==> src/rtl/light_if.sv <==
// Timer-pulse, pedestrian-request and lamp/status bundle for the light sequencer.
// The bench drives through master; the sequencer owns slave.
interface light_if;
    logic       time1;
    logic       time2;
    logic       ped_req;
    logic [2:0] state;
    logic [2:0] ns_light;
    logic [2:0] ew_light;
    logic       walk;
    logic       fault;

    modport master (
        output time1, time2, ped_req,
        input  state, ns_light, ew_light, walk, fault
    );

    modport slave (
        input  time1, time2, ped_req,
        output state, ns_light, ew_light, walk, fault
    );
endinterface

==> src/rtl/light_sequencer.sv <==
// Two-way traffic light sequencer with a pedestrian all-red phase, a watchdog
// that traps into a flashing-yellow fault state, and input-independent lamp decode.
module light_sequencer #(
    parameter int WALK_TIME = 10,
    parameter int WATCHDOG  = 40
) (
    input  logic    clk_1hz,
    input  logic    rst,
    light_if.slave  bus
);

    localparam logic [2:0] S0 = 3'd0;
    localparam logic [2:0] S1 = 3'd1;
    localparam logic [2:0] S2 = 3'd2;
    localparam logic [2:0] S3 = 3'd3;
    localparam logic [2:0] S4 = 3'd4;
    localparam logic [2:0] S7 = 3'd7;

    localparam int WD_W = $clog2(WATCHDOG + 1);
    localparam int WK_W = $clog2(WALK_TIME + 1);

    logic [2:0]      state_q;
    logic [2:0]      state_d;
    logic [2:0]      ret_q;
    logic            ped_q;
    logic            flash_q;
    logic [WD_W-1:0] wd_cnt;
    logic [WK_W-1:0] walk_cnt;

    logic wd_exp;
    logic walk_done;
    logic enter_s4;
    logic changing;

    assign wd_exp    = (wd_cnt == WD_W'(WATCHDOG - 1));
    assign walk_done = (walk_cnt == WK_W'(WALK_TIME - 1));

    // Only the pulse relevant to the current phase is examined, so stray or
    // simultaneous pulses fall through to the watchdog check.
    always_comb begin
        state_d = state_q;
        case (state_q)
            S0: begin
                if (bus.time1)   state_d = S1;
                else if (wd_exp) state_d = S7;
            end
            S1: begin
                if (bus.time2)   state_d = ped_q ? S4 : S2;
                else if (wd_exp) state_d = S7;
            end
            S2: begin
                if (bus.time1)   state_d = S3;
                else if (wd_exp) state_d = S7;
            end
            S3: begin
                if (bus.time2)   state_d = ped_q ? S4 : S0;
                else if (wd_exp) state_d = S7;
            end
            S4: begin
                if (walk_done)   state_d = ret_q;
            end
            S7:      state_d = S7;
            default: state_d = S7;
        endcase
    end

    assign enter_s4 = (state_d == S4) && (state_q != S4);
    assign changing = (state_d != state_q);

    always_ff @(posedge clk_1hz or posedge rst) begin
        if (rst) begin
            state_q  <= S0;
            ret_q    <= S2;
            ped_q    <= 1'b0;
            flash_q  <= 1'b0;
            wd_cnt   <= '0;
            walk_cnt <= '0;
        end else begin
            state_q <= state_d;

            // A request arriving on the entry edge survives the clear.
            ped_q <= bus.ped_req | (ped_q & ~enter_s4);

            if (enter_s4)
                ret_q <= (state_q == S1) ? S2 : S0;

            if (enter_s4)
                walk_cnt <= '0;
            else if (state_q == S4 && !walk_done)
                walk_cnt <= walk_cnt + 1'b1;

            if (changing)
                wd_cnt <= '0;
            else if (state_q <= S3)
                wd_cnt <= wd_cnt + 1'b1;

            if (state_d == S7)
                flash_q <= (state_q == S7) ? ~flash_q : 1'b1;
            else
                flash_q <= 1'b0;
        end
    end

    // Lamps are {red, yellow, green}, decoded purely from registered state.
    always_comb begin
        bus.state    = state_q;
        bus.ns_light = 3'b100;
        bus.ew_light = 3'b100;
        bus.walk     = 1'b0;
        bus.fault    = 1'b0;
        case (state_q)
            S0: begin
                bus.ns_light = 3'b001;
                bus.ew_light = 3'b100;
            end
            S1: begin
                bus.ns_light = 3'b010;
                bus.ew_light = 3'b100;
            end
            S2: begin
                bus.ns_light = 3'b100;
                bus.ew_light = 3'b001;
            end
            S3: begin
                bus.ns_light = 3'b100;
                bus.ew_light = 3'b010;
            end
            S4: begin
                bus.walk = 1'b1;
            end
            S7: begin
                bus.ns_light = {1'b0, flash_q, 1'b0};
                bus.ew_light = {1'b0, flash_q, 1'b0};
                bus.fault    = 1'b1;
            end
            default: begin
                bus.ns_light = 3'b100;
                bus.ew_light = 3'b100;
            end
        endcase
    end

endmodule

==> src/flat_wrapper.sv <==
// flat-port wrapper written by rule: the top's interface ports become plain ports
module light_sequencer_flat 
#(
    parameter int WALK_TIME = 10,
    parameter int WATCHDOG  = 40
)
  (clk_1hz, rst, bus_time1, bus_time2, bus_ped_req, bus_state, bus_ns_light, bus_ew_light, bus_walk, bus_fault);
  light_if bus_i ();
  input  logic clk_1hz;
  input  logic rst;
  input wire logic [$bits(bus_i.time1)-1:0] bus_time1;
  input wire logic [$bits(bus_i.time2)-1:0] bus_time2;
  input wire logic [$bits(bus_i.ped_req)-1:0] bus_ped_req;
  output wire logic [$bits(bus_i.state)-1:0] bus_state;
  output wire logic [$bits(bus_i.ns_light)-1:0] bus_ns_light;
  output wire logic [$bits(bus_i.ew_light)-1:0] bus_ew_light;
  output wire logic [$bits(bus_i.walk)-1:0] bus_walk;
  output wire logic [$bits(bus_i.fault)-1:0] bus_fault;
  assign bus_i.time1 = bus_time1;
  assign bus_i.time2 = bus_time2;
  assign bus_i.ped_req = bus_ped_req;
  assign bus_state = bus_i.state;
  assign bus_ns_light = bus_i.ns_light;
  assign bus_ew_light = bus_i.ew_light;
  assign bus_walk = bus_i.walk;
  assign bus_fault = bus_i.fault;
  light_sequencer #(.WALK_TIME(WALK_TIME), .WATCHDOG(WATCHDOG)) u_core (.clk_1hz(clk_1hz), .rst(rst), .bus(bus_i));
endmodule
==> config.mk <==
export PLATFORM = sky130hd
export DESIGN_NAME = light_sequencer_flat
export DESIGN_NICKNAME = d
export VERILOG_FILES = /design/src/rtl/light_if.sv /design/src/rtl/light_sequencer.sv /design/src/flat_wrapper.sv
export SDC_FILE = /design/constraint.sdc
export NUM_CORES = 1
export LEC_CHECK = 0
export BUFFER_PORTS_ARGS = -buffer_cell sky130_fd_sc_hd__buf_2
export CAP_MARGIN = 20
export CORE_MARGIN = 2
export CORE_UTILIZATION = 54
export DETAILED_ROUTE_END_ITERATION = 8
export PLACE_DENSITY = 0.79
export SKIP_LAST_GASP = 1
export SYNTH_ARGS = -nofsm -noshare
export SYNTH_HDL_FRONTEND = slang
export SYNTH_SLANG_ARGS = --single-unit
export TNS_END_PERCENT = 50
==> constraint.sdc <==
create_clock -name clk_1hz -period 2 [get_ports clk_1hz]
set_clock_uncertainty 0.1 [all_clocks]
set_input_delay 0.4 -clock clk_1hz [delete_from_list [all_inputs] [get_ports clk_1hz]]
set_output_delay 0.4 -clock clk_1hz [all_outputs]
set_load 0.005 [all_outputs]
==> metrics.md <==
| Metric | Value |
|---|---|
| Post-DP HPWL | `1450 µm` |
| Total iterations of the first detailed-routing run | `4` |
| Final ANT Viol Nets | `0` |
| Flops & latches, synth | `16` |
| Minimum clock period | `1910 ps` |
| Hold violation count in the final report | `0` |
| Leak pwr | `0.502 nW` |
| Die W | `47.2 µm` |
| Synth area leaders | `dfrtp_1 37%, xor2_1 4.3%, nor3_1 4.0%` |
| Antenna cells | `0` |
| Drt initial violations | `12` |
| PD cells | `484 nW/µm²` |
| Die height | `47.2 µm` |
| Die ar. | `2230 µm²` |
| CP Data Required Time | `1500 ps` |
| Post-synth top flop | `dfrtp_1` |
| Largest net degree at the start of global routing | `21` |
| Cts hold-fix bufs | `0` |
| WL/cell | `13.9 µm` |
| Max Root-Sink Buffers | `2` |
| PortBufs | `15` |
| Post-synthesis cell type count | `40` |
| Number of remaining DRC errors | `0` |
| Fin crit share | `0.953` |
| Vias in the first global route | `751` |
| DRT Wirelength | `1960 µm` |
| Critical Path Sink | `bus_walk` |
| Startpoint types | `flop` |
| Pin slew with the least headroom to its limit | `600 ps` |
| Via/cell ratio | `5.42` |
| Post-Layout Cell Count | `141` |
| Maxcap violations | `0` |
| Worst-skew pair later-pin latency | `290 ps` |
| Crit path max fanout | `7` |
| Worst setup margin | `94.4 ps` |
| Total CTS buffers | `3` |
| Row count | `15` |
| Synth warn | `0` |
| CP startpoint | `u_core.bus.state[0]$_DFF_PP0_` |
| Unrepaired setup endpoints after global routing | `no` |
| Placed insts | `137` |
| Core area | `1750 µm²` |
| Reg2Reg Setup Slack | `240 ps` |
| Overflow after GRT | `0` |
| FF-to-FF path depth | `5` |
| Max-slew violations | `0` |
| Worst EP arrival | `1410 ps` |
| Status | `complete, no violations` |
| Launching point of the worst reg2reg path | `u_core.wd_cnt[0]$_DFFE_PP0P_` |
| First-pass GRT wire length | `3240 µm` |
| Post-route setup TNS | `0 ps` |
| Final core area utilization | `0.646` |
| Pre-CTS worst setup slack | `193 ps` |
| CTS H-tree lvls | `1` |
| Root buf cell | `clkbuf_4` |
| Slew Limit Headroom | `0.600` |
| IR drop worst, VDD | `0.355 mV` |
| Initial antenna violation count | `0` |
| Post-synthesis instance total | `100` |
| Post-synth EDFFs | `0` |
| Share of the synthesized area in the top cell type | `0.373` |
| Cell taking the most area after synthesis | `dfrtp_1` |
| Gr usage total | `0.211` |
| Vias | `764` |
| R2R Path End | `u_core.wd_cnt[2]$_DFFE_PP0P_` |
| Clock sinks | `16` |
| Initial core utilization | `0.577` |
| Worst min path class | `in2async` |
| Mapped Nets | `108` |
| Endpoints failing setup | `0` |
| Sequential area share after synthesis | `0.399` |
| Top post-synthesis cells by count | `15 x dfrtp_1, 8 x nor2_1, 8 x nor3_1` |
| Post-synth ARST share | `1.00` |
| Crit end category | `output pin` |
| Fmax | `525 MHz` |
| Total Power | `0.545 mW` |
| Crit Path Class | `reg2out` |
| Final nets | `125` |
| Worst-path clk slew | `90 ps` |
| Layout cells sized above 1 | `0.259` |
| Most numerous cell in the Yosys netlist | `dfrtp_1` |
| Synth Cell Area | `1010 µm²` |
| CTS tree | `done` |
| Ports | `16` |
| Area grow syn2layout | `11.9%` |
| RePlAce Congestion | `0.815` |
| Syn avg cell area | `10.1 µm²` |
-- per-layer routing --
metal	vias to the layer above	global-route usage	share of wire
met4	0	0.0722	0.0076
li1	387	-	-
met1	364	0.271	0.46
met3	2	0.0692	0.030
met5	-	0	0
met2	11	0.334	0.51
-- placed cells by master (no fill, tap or decap), types with 3 or more instances in the layout --
cell	n
dfrtp_1	13
and3_1	3
inv_1	5
clkbuf_4	3
xor2_1	5
nor2_1	8
xnor2_1	3
nand2_1	7
nor3_1	8
ha_1	3
nand3_1	3
buf_2	15
-- timing repair --
item	4_1_cts	5_1_grt
setup buffers	0	0
setup endpoints to repair	3	4
gates resized for setup	1	1
pin swaps	0	0
-- stage by stage --
stage               hold WS, ps  instance area (µm²)
finish                     63.6                 1130
global route                103                 1130
global placement            344                 1090
CTS                        73.1                 1130
floorplan                   213                 1010
detailed placement          353                 1090
-- report_power, final --
part	internal (mW)	total, mW	switching, mW
Clock	0.111	0.209	0.0981
Sequential	0.323	0.323	0
Combinational	0.00395	0.0129	0.00899
Total	0.438	0.545	0.107
-- sequential cells by signal (all words and copies together) (netlist names) --
signal            flops
u_core.wd_cnt         6
u_core.walk_cnt       4
u_core.bus.state      3
u_core.flash_q        1
u_core.ped_q          1
u_core.ret_q          1
-- cell type report --
class	instances	area [µm²]
Fill cell	156	618
Multi-Input combinational cell	74	547
Sequential cell	16	404
Tap cell	25	31.3
Clock buffer	4	36.3
Timing Repair Buffer	17	90.1
Inverter	5	18.8
-- worst min path at each step --
stage                                startpoint                             end  slack, ps  cells after the start
floorplan                                   rst   u_core.bus.state[0]$_DFF_PP0_        210                      1
finish                                      rst          u_core.ped_q$_DFF_PP0_         60                      2
detailed placement  u_core.ret_q[1]$_DFFE_PP1P_     u_core.ret_q[1]$_DFFE_PP1P_        350                      2
global route                                rst          u_core.ped_q$_DFF_PP0_        100                      2
CTS                                         rst  u_core.walk_cnt[1]$_DFFE_PP0P_         70                      2
global placement    u_core.ret_q[1]$_DFFE_PP1P_     u_core.ret_q[1]$_DFFE_PP1P_        340                      2
-- cells by family after synthesis --
group / Yosys count / synth area share
xor gates and xnor gates: 8 / 0.0696
adders and majority gates: 3 / 0.0373
DFF: 16 / 0.399
AOI/OAI and AO/OA: 17 / 0.139
and+or+nand+nor: 44 / 0.277
buffers and inverters: 10 / 0.0584
muxes: 2 / 0.0199
-- worst max-delay path, stage by stage (launching register included) --
cell and delay, ps:
dfrtp_1 460, buf_4 190, nor3b_4 300, buf_2 170
Power figures use the tool's default switching activity.
